===== src/rtl/flappy_pkg.sv =====
// Shared constants and FSM state type for the random_chk LFSR stream checker.
package flappy_pkg;

    localparam int unsigned LFSR_W     = 21;
    localparam int unsigned LFSR_TAP_A = 20;
    localparam int unsigned LFSR_TAP_B = 17;
    localparam int unsigned RAND_OUT_W = 7;

    // Fill counter spans 0..LFSR_W; miss counter spans 0..15.
    localparam int unsigned FILL_W = 5;
    localparam int unsigned MISS_W = 4;

    typedef enum logic [0:0] {
        StHunt  = 1'b0,
        StTrack = 1'b1
    } chk_state_e;

endpackage


===== src/rtl/random_chk_hist.sv =====
// Bit-0 history H, previous sample P and next-sample prediction for random_chk.
module random_chk_hist
    import flappy_pkg::*;
(
    input  logic                  clk_i,
    input  logic                  rst_i,
    input  logic                  adv_i,       // advance H/P this cycle
    input  logic                  use_pred_i,  // advance with prediction instead of data_i
    input  logic [RAND_OUT_W-1:0] data_i,
    output logic [RAND_OUT_W-1:0] pred_o,
    output logic                  match_o,     // data_i equals prediction
    output logic                  cont_o,      // data_i is a one-step shift of P
    output logic                  rx_zero_o    // H after shifting in data_i[0] is all zeros
);

    logic [LFSR_W-1:0]     hist_q, hist_d;
    logic [RAND_OUT_W-1:0] prev_q, prev_d;
    logic [LFSR_W-1:0]     hist_rx;

    assign pred_o    = {prev_q[RAND_OUT_W-2:0], hist_q[LFSR_TAP_A] ^ hist_q[LFSR_TAP_B]};
    assign match_o   = (data_i == pred_o);
    assign cont_o    = (data_i[RAND_OUT_W-1:1] == prev_q[RAND_OUT_W-2:0]);
    assign hist_rx   = {hist_q[LFSR_W-2:0], data_i[0]};
    assign rx_zero_o = (hist_rx == '0);

    // Next H/P: shift in either the received or the predicted sample.
    always_comb begin
        hist_d = hist_q;
        prev_d = prev_q;
        if (adv_i) begin
            if (use_pred_i) begin
                hist_d = {hist_q[LFSR_W-2:0], pred_o[0]};
                prev_d = pred_o;
            end else begin
                hist_d = hist_rx;
                prev_d = data_i;
            end
        end
    end

    // History registers.
    always_ff @(posedge clk_i or posedge rst_i) begin
        if (rst_i) begin
            hist_q <= '0;
            prev_q <= '0;
        end else begin
            hist_q <= hist_d;
            prev_q <= prev_d;
        end
    end

endmodule


===== config.mk =====
export PLATFORM = sky130hd
export DESIGN_NAME = random_chk_hist
export DESIGN_NICKNAME = d
export VERILOG_FILES = /design/src/rtl/flappy_pkg.sv /design/src/rtl/random_chk_hist.sv
export SDC_FILE = /design/constraint.sdc
export NUM_CORES = 1
export LEC_CHECK = 0
export ABC_AREA = 1
export BUFFER_PORTS_ARGS = -buffer_cell sky130_fd_sc_hd__buf_2
export CAP_MARGIN = 20
export CORE_MARGIN = 4
export CORE_UTILIZATION = 54
export DETAILED_ROUTE_END_ITERATION = 12
export PLACE_DENSITY = 0.83
export SYNTH_ARGS = -nofsm -noshare
export SYNTH_HDL_FRONTEND = slang
export SYNTH_SLANG_ARGS = --single-unit

===== constraint.sdc =====
create_clock -name clk_i -period 1.1 [get_ports clk_i]
set_input_delay 0.165 -clock clk_i [delete_from_list [all_inputs] [get_ports clk_i]]
set_output_delay 0.165 -clock clk_i [all_outputs]
set_load 0.03 [all_outputs]

==> out/qor_table.md, run 1 <==
| Step | Quantity | Value |
|:---|:---|:---|
| run status | Run status | complete, but fails checks |
| routing | Via density per instance | 5.08 |
| synth | Number of synthesized flops with an enable pin | 0 |
| floorplan | Die outline width | 56.9 um |
| routing | Average wire per standard cell | 14.0 um |
| power | Worst supply voltage drop on vdd | 1.24 mV |
| placed design | Weighted congestion reported at the end of routability-driven placement | 0.779 |
| floorplan | Row count | 17 |
| sta | Shortest period the worst path allows | 1620 ps |
| routing | Routed WL | 3.32 mm |
| cts | Clock Path Buffers | 2 |
| placed design | Number of buffers inserted by port buffering | 20 |
| global routing | Gr usage total | 21.6% |
| synth | Simple-gate portion of the synthesized area | 20.6% |
| synth | Post-Synthesis Mean Instance Area | 7.91 um^2 |
| sta | Post-route worst setup slack | -516 ps |
| worst setup path | WS Path Type | flip-flop to primary output |
| sta | Unrepaired setup endpoints after global routing | yes |
| floorplan | Ports | 21 |
| worst setup path | Critical Path RT | 940 ps |
| worst setup path | Crit start category | flip-flop |
| synth | Area share of fa/ha/maj cells after synthesis | 0% |
| synth | Area contributors post-synth | sky130_fd_sc_hd__dfrtp_1 (50%), sky130_fd_sc_hd__nand2_1 (13%), sky130_fd_sc_hd__inv_1 (7.0%) |
| synth | Count of state elements after synthesis | 26 |
| synth | Cells after synthesis | 163 |
| worst setup path | Crit path max fanout | 3 |
| sta | Max-slew violations | 0 |
| floorplan | Die height | 56.9 um |
| synth | Most repeated cell in the gate-level netlist after synthesis | sky130_fd_sc_hd__nand2_1 |
| routing | Number of vias after detailed routing | 1204 |
| sta | Highest clock rate | 0.619 GHz |
| cells and area | Final layout net count | 221 |
| sta | Final count of hold timing violations | 0 |
| synth | Prevailing post-synth register cell | sky130_fd_sc_hd__dfrtp_1 |
| synth | Top cell types by occurrence after synthesis | sky130_fd_sc_hd__nand2_1 (45), sky130_fd_sc_hd__dfrtp_1 (26), sky130_fd_sc_hd__inv_1 (24) |
| synth | Proportion of register bits with asynchronous set or reset after synthesis | 100% |
| cts | Clock root buffer | sky130_fd_sc_hd__clkbuf_4 |
| global routing | Largest net degree at the start of global routing | 36 |
| sta | Final Setup Violations | 10 |
| run status | Violated checks | negative setup slack |
| global routing | Initial antenna violation count | 0 |
| synth | Top cell type by total area after synthesis | sky130_fd_sc_hd__dfrtp_1 |
| cts | Clk slew on worst S/H paths | 150 ps |
| synth | Post-synthesis xor/xnor area fraction | 0.679% |
| synth | Ys Warns | 0 |
| routing | DR DRC count | 0 |
| min path | Hold Path Class | primary input to flip-flop |
| cts | TritonCTS buffer count | 3 |
| synth | Mux share of post-synthesis cell area | 0% |
| synth | Share of the yosys chip area belonging to registers | 50.4% |
| sta | Worst slew slack as a fraction of its limit | 77.9% |
| sta | Setup total negative slack | -2310 ps |
| floorplan | Area inside the core boundary | 0.00223 mm^2 |
| power | PD cells | 1490 mW/mm^2 |
| synth | Synthesized netlist net count | 174 |
| global routing | Global-route wire length before repair | 5.38 mm |
| synth | Largest family of logic cells by synthesized area | simple AND/OR/NAND/NOR gates |
| power | Pleak | 0.899 nW |
| placed design | Half-perimeter wire length after detailed placement | 2.04 mm |
| global routing | Vias in the first global route | 1201 |
| cts | Clock tree sinks | 26 |
| worst setup path | Nature of the critical path endpoint | primary output |
| floorplan | Initial cell density of the core | 57.8% |
| floorplan | Die Area | 0.00323 mm^2 |
| synth | Fraction of synthesized cell area taken by the top area cell type | 50.4% |
| synth | Cell area after technology mapping | 0.00129 mm^2 |
| routing | Number of search-and-repair iterations in the first detailed-routing pass | 4 |
| routing | Count of routing violations after the opening detailed-route iteration | 39 |
| synth | Distinct cell type count of the synthesized netlist | 18 |
| worst setup path | Data arrival time of the worst path | 1450 ps |
| cts | Depth of the CTS H-tree | 1 |
| cells and area | Ant diodes | 0 |
| sta | Measured slew at the worst slew-check pin | 332 ps |
| sta | Worst-case clock skew | 10.5 ps |
| sta | Final hold slack | 77.5 ps |
| synth | Compound-cell area share of the yosys netlist | 14.2% |
| cells and area | Area overhead of the layout relative to synthesis | 36.7% |
| cts | Clock latency on the worst-skew pair | 330 ps |
| routing | ANT nets after route | 0 |
| cts | Clock tree from TritonCTS | built |
| sta | Final clock period utilization by the worst path | 147% |
| job | Number of violations of the max-capacitance limit | 0 |
| global routing | Total grt overflow | 0 |
| cells and area | Share of final-layout standard cells stronger than drive strength 1 | 41.1% |
## layer usage
metal | wire length, um | up-vias | GRT usage, %
li1 | - | 598 | -
met5 | 0 | - | 0
met4 | 158 | 0 | 12.3
met3 | 109 | 14 | 4.83
met1 | 1380 | 561 | 26.6
met2 | 1670 | 31 | 34.8
## worst max-delay path: stages, from the launching register on
cell                      delay [ps]
sky130_fd_sc_hd__dfrtp_2         420
sky130_fd_sc_hd__inv_1            60
sky130_fd_sc_hd__nand2_1          80
sky130_fd_sc_hd__nand2_1          80
sky130_fd_sc_hd__nor2_2          160
sky130_fd_sc_hd__nand3_4         100
sky130_fd_sc_hd__nor2_4           90
sky130_fd_sc_hd__buf_6           130
## placed cells by master (no fill, tap or decap)
cell	instances
sky130_fd_sc_hd__a21oi_1	6
sky130_fd_sc_hd__a22oi_2	1
sky130_fd_sc_hd__buf_12	1
sky130_fd_sc_hd__buf_2	10
sky130_fd_sc_hd__buf_4	24
sky130_fd_sc_hd__buf_6	13
sky130_fd_sc_hd__clkbuf_4	3
sky130_fd_sc_hd__clkbuf_8	1
sky130_fd_sc_hd__dfrtp_1	20
sky130_fd_sc_hd__dfrtp_2	6
sky130_fd_sc_hd__dlygate4sd3_1	1
sky130_fd_sc_hd__inv_1	21
sky130_fd_sc_hd__inv_2	8
sky130_fd_sc_hd__inv_4	1
sky130_fd_sc_hd__nand2_1	37
sky130_fd_sc_hd__nand2_2	10
sky130_fd_sc_hd__nand3_1	3
sky130_fd_sc_hd__nand3_4	1
sky130_fd_sc_hd__nand4_1	2
sky130_fd_sc_hd__nor2_1	4
sky130_fd_sc_hd__nor2_2	4
sky130_fd_sc_hd__nor2_4	3
sky130_fd_sc_hd__o21ai_0	12
sky130_fd_sc_hd__o21ai_1	16
sky130_fd_sc_hd__xor2_1	1
## kinds of logic (layout without fill, tap and decap cells)
kind of cell	Yosys count	in the layout
AND/OR/NAND/NOR	64	64
buffers and inverters	37	83
AO/OA/AOI/OAI	35	35
flip-flops	26	26
XOR/XNOR	1	1
## state kept, by name (all words and copies together), names as in the netlist
register	flops
hist_q	21
prev_q	5
## where the power goes
group          internal [mW]  switching (mW)
Clock                  0.203           0.290
Sequential              1.11           0.101
Combinational          0.433           0.499
Total                   1.74           0.891
## timing repair
| item | 4_1_cts | 5_1_grt |
|---|---|---|
| endpoints found under the hold margin | 26 | 0 |
| endpoints found under the setup margin | 10 | 10 |
| hold buffers | 1 | 0 |
| pin swaps | 4 | 3 |
| resized for setup | 23 | 18 |
| setup buffers | 0 | 9 |
## layout make-up
class,instances,area (um^2)
repair buffers,49,407
fillers,142,470
flip-flops and latches,26,658
well taps,28,35.0
inverters,30,115
multi-input cells,100,512
clock buffers,4,36.3
## through the flow
| stage | setup WS, ps | area [um^2] | power (mW) | cells | utilization, % |
|---|---|---|---|---|---|
| 2_1_floorplan | -106 | 1310 | 1.66 | 163 | - |
| 3_3_place_gp | -105 | 1550 | 1.91 | 225 | 69.2 |
| 3_5_place_dp | -163 | 1550 | 1.95 | 225 | 69.2 |
| 4_1_cts | -465 | 1660 | 2.51 | 230 | 74.5 |
| 5_1_grt | -600 | 1760 | 2.80 | 237 | 78.9 |
| 6_report | -516 | 1760 | 2.63 | 237 | 78.9 |
## worst paths after layout
path / start / endpoint / slack, ps / depth (start not counted)
max in group asynchronous: rst_i / prev_q[2]$_DFFE_PP0P_ / 430 / 4
min in group asynchronous: rst_i / hist_q[1]$_DFFE_PP0P_ / 410 / 4
hold / removal: use_pred_i / hist_q[0]$_DFFE_PP0P_ / 80 / 3
setup / recovery: prev_q[3]$_DFFE_PP0P_ / match_o / -520 / 7
hold reg to reg: hist_q[19]$_DFFE_PP0P_ / hist_q[20]$_DFFE_PP0P_ / 510 / 2
setup reg to reg: prev_q[3]$_DFFE_PP0P_ / prev_q[4]$_DFFE_PP0P_ / 40 / 4
Power figures use the tool's default switching activity.
==> inputs of run 2 (changes only) <==
--- a/config.mk
+++ b/config.mk
@@ -5,13 +5,12 @@
 export SDC_FILE = /design/constraint.sdc
 export NUM_CORES = 1
 export LEC_CHECK = 0
-export ABC_AREA = 1
 export BUFFER_PORTS_ARGS = -buffer_cell sky130_fd_sc_hd__buf_2
 export CAP_MARGIN = 20
 export CORE_MARGIN = 4
-export CORE_UTILIZATION = 54
+export CORE_UTILIZATION = 48
 export DETAILED_ROUTE_END_ITERATION = 12
-export PLACE_DENSITY = 0.83
+export PLACE_DENSITY = 0.79
 export SYNTH_ARGS = -nofsm -noshare
 export SYNTH_HDL_FRONTEND = slang
 export SYNTH_SLANG_ARGS = --single-unit
==> constraint.sdc (replaced) <==
create_clock -name clk_i -period 1.48 [get_ports clk_i]
set_input_delay 0.222 -clock clk_i [delete_from_list [all_inputs] [get_ports clk_i]]
set_output_delay 0.222 -clock clk_i [all_outputs]
set_load 0.03 [all_outputs]
==> run 2 against run 1 <==
Area after synthesis fell by 9.4%. Largest power group is now combinational cells. Total power increased by 17%. Combinational power increased by 48%. Highest routed layer unchanged. Clock power shrank 2%. Worst setup slack improved by 160 ps. The flow still finishes with violations (negative setup slack).
==> out/qor_table.md, run 2 <==
| Step | Quantity | Value | Delta |
|:---|:---|:---|:---|
| run status | Run status | complete, but fails checks | unchanged |
| run status | Violated checks | negative setup slack | unchanged |
| power | Clk network pwr share | 15.7% | was 18.7% |
| power | Sw power | 1.01 mW | was 0.891 mW |
| power | Pleak | 0.793 nW | was 0.899 nW |
| worst setup path | Worst reg2reg path endpoint | hist_q[0]$_DFFE_PP0P_ | was prev_q[4]$_DFFE_PP0P_ |
| cts | Clock Path Buffers | 2 | unchanged |
| worst setup path | WS Path Type | flip-flop to primary output | unchanged |
| power | Sequential power share | 39.5% | was 45.9% |
| global routing | Largest net degree at the start of global routing | 27 | was 36 |
| power | Final Total Pwr | 3.09 mW | was 2.63 mW |
| global routing | Global-route wire length before repair | 4.06 mm | was 5.38 mm |
| min path | Hold Path Class | primary input to flip-flop | unchanged |
| floorplan | Ports | 21 | unchanged |
| sta | Unrepaired setup endpoints after global routing | yes | unchanged |
| sta | Final Setup Violations | 4 | was 10 |
| min path | Worst hold path endpoint | prev_q[2]$_DFFE_PP0P_ | was hist_q[0]$_DFFE_PP0P_ |
| worst setup path | Register-to-register setup slack | 0 ps | was 40 ps |
| cts | Depth of the CTS H-tree | 1 | unchanged |
| job | Number of violations of the max-capacitance limit | 0 | unchanged |
| power | Part of the total power dissipated in combinational logic | 44.8% | was 35.4% |
| worst setup path | Reg2reg start | hist_q[17]$_DFFE_PP0P_ | was prev_q[3]$_DFFE_PP0P_ |
| synth | Area contributors post-synth | sky130_fd_sc_hd__dfrtp_1 (56%), sky130_fd_sc_hd__mux2_2 (21%), sky130_fd_sc_hd__xnor2_1 (4.5%) | was sky130_fd_sc_hd__dfrtp_1 (50%), sky130_fd_sc_hd__nand2_1 (13%), sky130_fd_sc_hd__inv_1 (7.0%) |
| synth | Synthesized netlist net count | 100 | was 174 |
| synth | Fraction of synthesized cell area taken by the top area cell type | 55.7% | was 50.4% |
| cells and area | Biggest regs | hist_q: 21 flops, prev_q: 5 flops | unchanged |
| synth | Post-Synthesis Mean Instance Area | 13.1 um^2 | was 7.91 um^2 |
| synth | Number of synthesized flops with an enable pin | 0 | unchanged |
| cells and area | Final std cells w/o fill | 161 | was 237 |
| global routing | Initial antenna violation count | 0 | unchanged |
| routing | ANT nets after route | 0 | unchanged |
| worst setup path | Crit path max fanout | 2 | was 3 |
| synth | Distinct cell type count of the synthesized netlist | 17 | was 18 |
| floorplan | Initial cell density of the core | 51.8% | was 57.8% |
| global routing | Total grt overflow | 0 | unchanged |
| synth | Most repeated cell in the gate-level netlist after synthesis | sky130_fd_sc_hd__dfrtp_1 | was sky130_fd_sc_hd__nand2_1 |
| cells and area | Largest register by flop count | hist_q | unchanged |
| power | Switching power as a share of total power | 32.8% | was 33.8% |
| cts | Clock tree from TritonCTS | built | unchanged |
| synth | Proportion of register bits with asynchronous set or reset after synthesis | 100% | unchanged |
| synth | Ys Warns | 0 | unchanged |
| sta | Final clock period utilization by the worst path | 124% |  |
| synth | Prevailing post-synth register cell | sky130_fd_sc_hd__dfrtp_1 | unchanged |
| worst setup path | Critical Path RT | 1260 ps | was 940 ps |
| routing | Routed WL | 2.29 mm | was 3.32 mm |
| cells and area | Ant diodes | 0 | unchanged |
| worst setup path | Data arrival time of the worst path | 1620 ps | was 1450 ps |
| cells and area | Highest-count cells in the layout ignoring fill and taps | sky130_fd_sc_hd__buf_4 (24), sky130_fd_sc_hd__dfrtp_1 (23), sky130_fd_sc_hd__mux2_2 (22) | was sky130_fd_sc_hd__nand2_1 (37), sky130_fd_sc_hd__buf_4 (24), sky130_fd_sc_hd__inv_1 (21) |
| cells and area | Final layout net count | 145 | was 221 |
| synth | Top cell types by occurrence after synthesis | sky130_fd_sc_hd__dfrtp_1 (26), sky130_fd_sc_hd__mux2_2 (22), sky130_fd_sc_hd__xnor2_1 (6) | was sky130_fd_sc_hd__nand2_1 (45), sky130_fd_sc_hd__dfrtp_1 (26), sky130_fd_sc_hd__inv_1 (24) |
| floorplan | Row count | 17 | unchanged |
| global routing | Vias in the first global route | 865 | was 1201 |
| synth | Share of the yosys chip area belonging to registers | 55.7% | was 50.4% |
| power | PD cells | 1860 mW/mm^2 | was 1490 mW/mm^2 |
| placed design | Cells after DPL | 148 | was 225 |
| cts | Clock tree sinks | 26 | unchanged |
| sta | Setup total negative slack | -807 ps | was -2310 ps |
| synth | Count of state elements after synthesis | 26 | unchanged |
| worst setup path | Number of cells on the worst reg-to-reg path | 5 | was 4 |
| cts | Clock root buffer | sky130_fd_sc_hd__clkbuf_4 | unchanged |
| synth | Top cell type by total area after synthesis | sky130_fd_sc_hd__dfrtp_1 | unchanged |
| floorplan | Die outline width | 57.3 um | was 56.9 um |
| cells and area | Most frequent standard cell in the layout excluding fill and tap cells | sky130_fd_sc_hd__buf_4 | was sky130_fd_sc_hd__nand2_1 |
| sta | Max-slew violations | 0 | unchanged |
| cells and area | Share of final-layout standard cells stronger than drive strength 1 | 65.4% | was 41.1% |
| synth | Cell area after technology mapping | 0.00117 mm^2 | was 0.00129 mm^2 |
| sta | Worst-case clock skew | 8.66 ps | was 10.5 ps |
| cts | TritonCTS buffer count | 3 | unchanged |
| routing | Number of vias after detailed routing | 814 | was 1204 |
| routing | Average wire per standard cell | 14.2 um | was 14.0 um |
| sta | Worst slew slack as a fraction of its limit | 78.2% | was 77.9% |
| placed design | Half-perimeter wire length after detailed placement | 1.66 mm | was 2.04 mm |
| power | Design internal power | 2.07 mW | was 1.74 mW |
| worst setup path | Crit start category | flip-flop | unchanged |
| power | Worst supply voltage drop on vdd | 1.22 mV | was 1.24 mV |
| cts | Clock latency on the worst-skew pair | 320 ps | was 330 ps |
| cells and area | Area overhead of the layout relative to synthesis | 42.2% | was 36.7% |
| min path | Hold path startpoint | data_i[2] | was use_pred_i |
| routing | Count of routing violations after the opening detailed-route iteration | 9 | was 39 |
| placed design | Post-placement setup slack | -108 ps | was -163 ps |
| floorplan | Die Area | 0.00329 mm^2 | was 0.00323 mm^2 |
| sta | Final count of hold timing violations | 0 | unchanged |
| floorplan | Die height | 57.3 um | was 56.9 um |
| sta | Measured slew at the worst slew-check pin | 327 ps | was 332 ps |
| routing | Number of search-and-repair iterations in the first detailed-routing pass | 2 | was 4 |
| routing | Via density per instance | 5.06 | was 5.08 |
| sta | Highest clock rate | 0.543 GHz |  |
| placed design | Number of buffers inserted by port buffering | 20 | unchanged |
| sta | Post-route worst setup slack | -360 ps | was -516 ps |
| floorplan | Area inside the core boundary | 0.00225 mm^2 | was 0.00223 mm^2 |
| sta | Shortest period the worst path allows | 1840 ps |  |
| placed design | Weighted congestion reported at the end of routability-driven placement | 0.776 | was 0.779 |
| worst setup path | Nature of the critical path endpoint | primary output | unchanged |
| global routing | Gr usage total | 15.9% | was 21.6% |
| cells and area | Flip-flop count of the largest register, all copies and words added | 21 | unchanged |
| cts | Clk slew on worst S/H paths | 150 ps | about the same |
| min path | Number of cells on the worst hold path | 3 | unchanged |
| synth | Cells after synthesis | 89 | was 163 |
| routing | DR DRC count | 0 | unchanged |
run 2: cell types whose count changed in the layout (fill, tap and decap cells not counted), moves of 10 or more:
cell | previous run | this run
sky130_fd_sc_hd__mux2_2 | 0 | 22
sky130_fd_sc_hd__nand2_1 | 37 | 1
sky130_fd_sc_hd__buf_6 | 13 | 3
sky130_fd_sc_hd__o21ai_1 | 16 | 0
sky130_fd_sc_hd__o21ai_0 | 12 | 0
sky130_fd_sc_hd__inv_1 | 21 | 1
run 2: metal layers:
metal / wire, um / vias to the layer above / GRT usage, % / part of all wire (%)
met1: 977 / 400 / 20.1 / 43
met2: 1220 / 12 / 28.4 / 53
met4: 16 / 0 / 3.97 / 0.70
met5: 0 / - / 0 / 0
met3: 81 / 2 / 2.26 / 3.5
li1: - / 400 / - / -
run 2: cells by family (layout without fill, tap and decap cells):
kind of cell,count (synthesis),after routing,synth area share (%)
compound gates,5,5,2.14
xor+xnor,8,8,6.00
buf+inv,6,50,2.57
flops,26,26,55.7
mux,27,27,25.5
simple gates,17,17,8.14
run 2: how the worst max path moves through the flow:
stage | startpoint | to | slack [ps] | cells past startpoint
2_1_floorplan | hist_q[17]$_DFFE_PP0P_ | rx_zero_o | -40 | 3
3_3_place_gp | hist_q[5]$_DFFE_PP0P_ | rx_zero_o | -70 | 4
3_5_place_dp | hist_q[5]$_DFFE_PP0P_ | rx_zero_o | -110 | 4
4_1_cts | hist_q[10]$_DFFE_PP0P_ | rx_zero_o | -380 | 4
5_1_grt | hist_q[8]$_DFFE_PP0P_ | rx_zero_o | -500 | 4
6_report | hist_q[17]$_DFFE_PP0P_ | rx_zero_o | -360 | 4
run 2: worst max-delay path, stage by stage, from the launching register on:
cell and delay [ps]:
sky130_fd_sc_hd__dfrtp_2 430, sky130_fd_sc_hd__nor4_1 260, sky130_fd_sc_hd__nand4_1 190, sky130_fd_sc_hd__nor4_4 230, sky130_fd_sc_hd__buf_4 190
run 2: cell type report:
cell class,count,area [um^2]
sequential,26,654
fill,164,593
multi-input combinational,57,592
timing repair buffer,45,324
tap,28,35.0
clock inverter,1,30.0
clock buffer,3,22.5
inverter,1,3.75
run 2: power by group through the flow:
stage / clock (mW) / combinational [mW] / sequential, mW
global route: 0.526 / 1.51 / 1.26
finish: 0.484 / 1.38 / 1.22
global placement: 0 / 1.12 / 1.21
detailed placement: 0 / 1.17 / 1.23
floorplan: 0 / 0.646 / 1.27
CTS: 0.495 / 1.28 / 1.21
run 2: repair_timing:
item                                    in CTS  in global routing
pin swaps                                    9                  4
hold buffers                                 1                  0
endpoints found under the setup margin       4                  4
resized for setup                            7                  9
buffers inserted                             5                  3
hold endpoints to repair                    26                  0
cloned                                       0                  0
run 2: through the flow:
stage                     utilization, %  hold WS, ps  area, um^2
after floorplan                        -          262        1220
after global placement              64.8          283        1460
after detailed placement            64.8          291        1460
after CTS                           70.5          216        1590
after global routing                73.7          222        1660
final                               73.7          222        1660
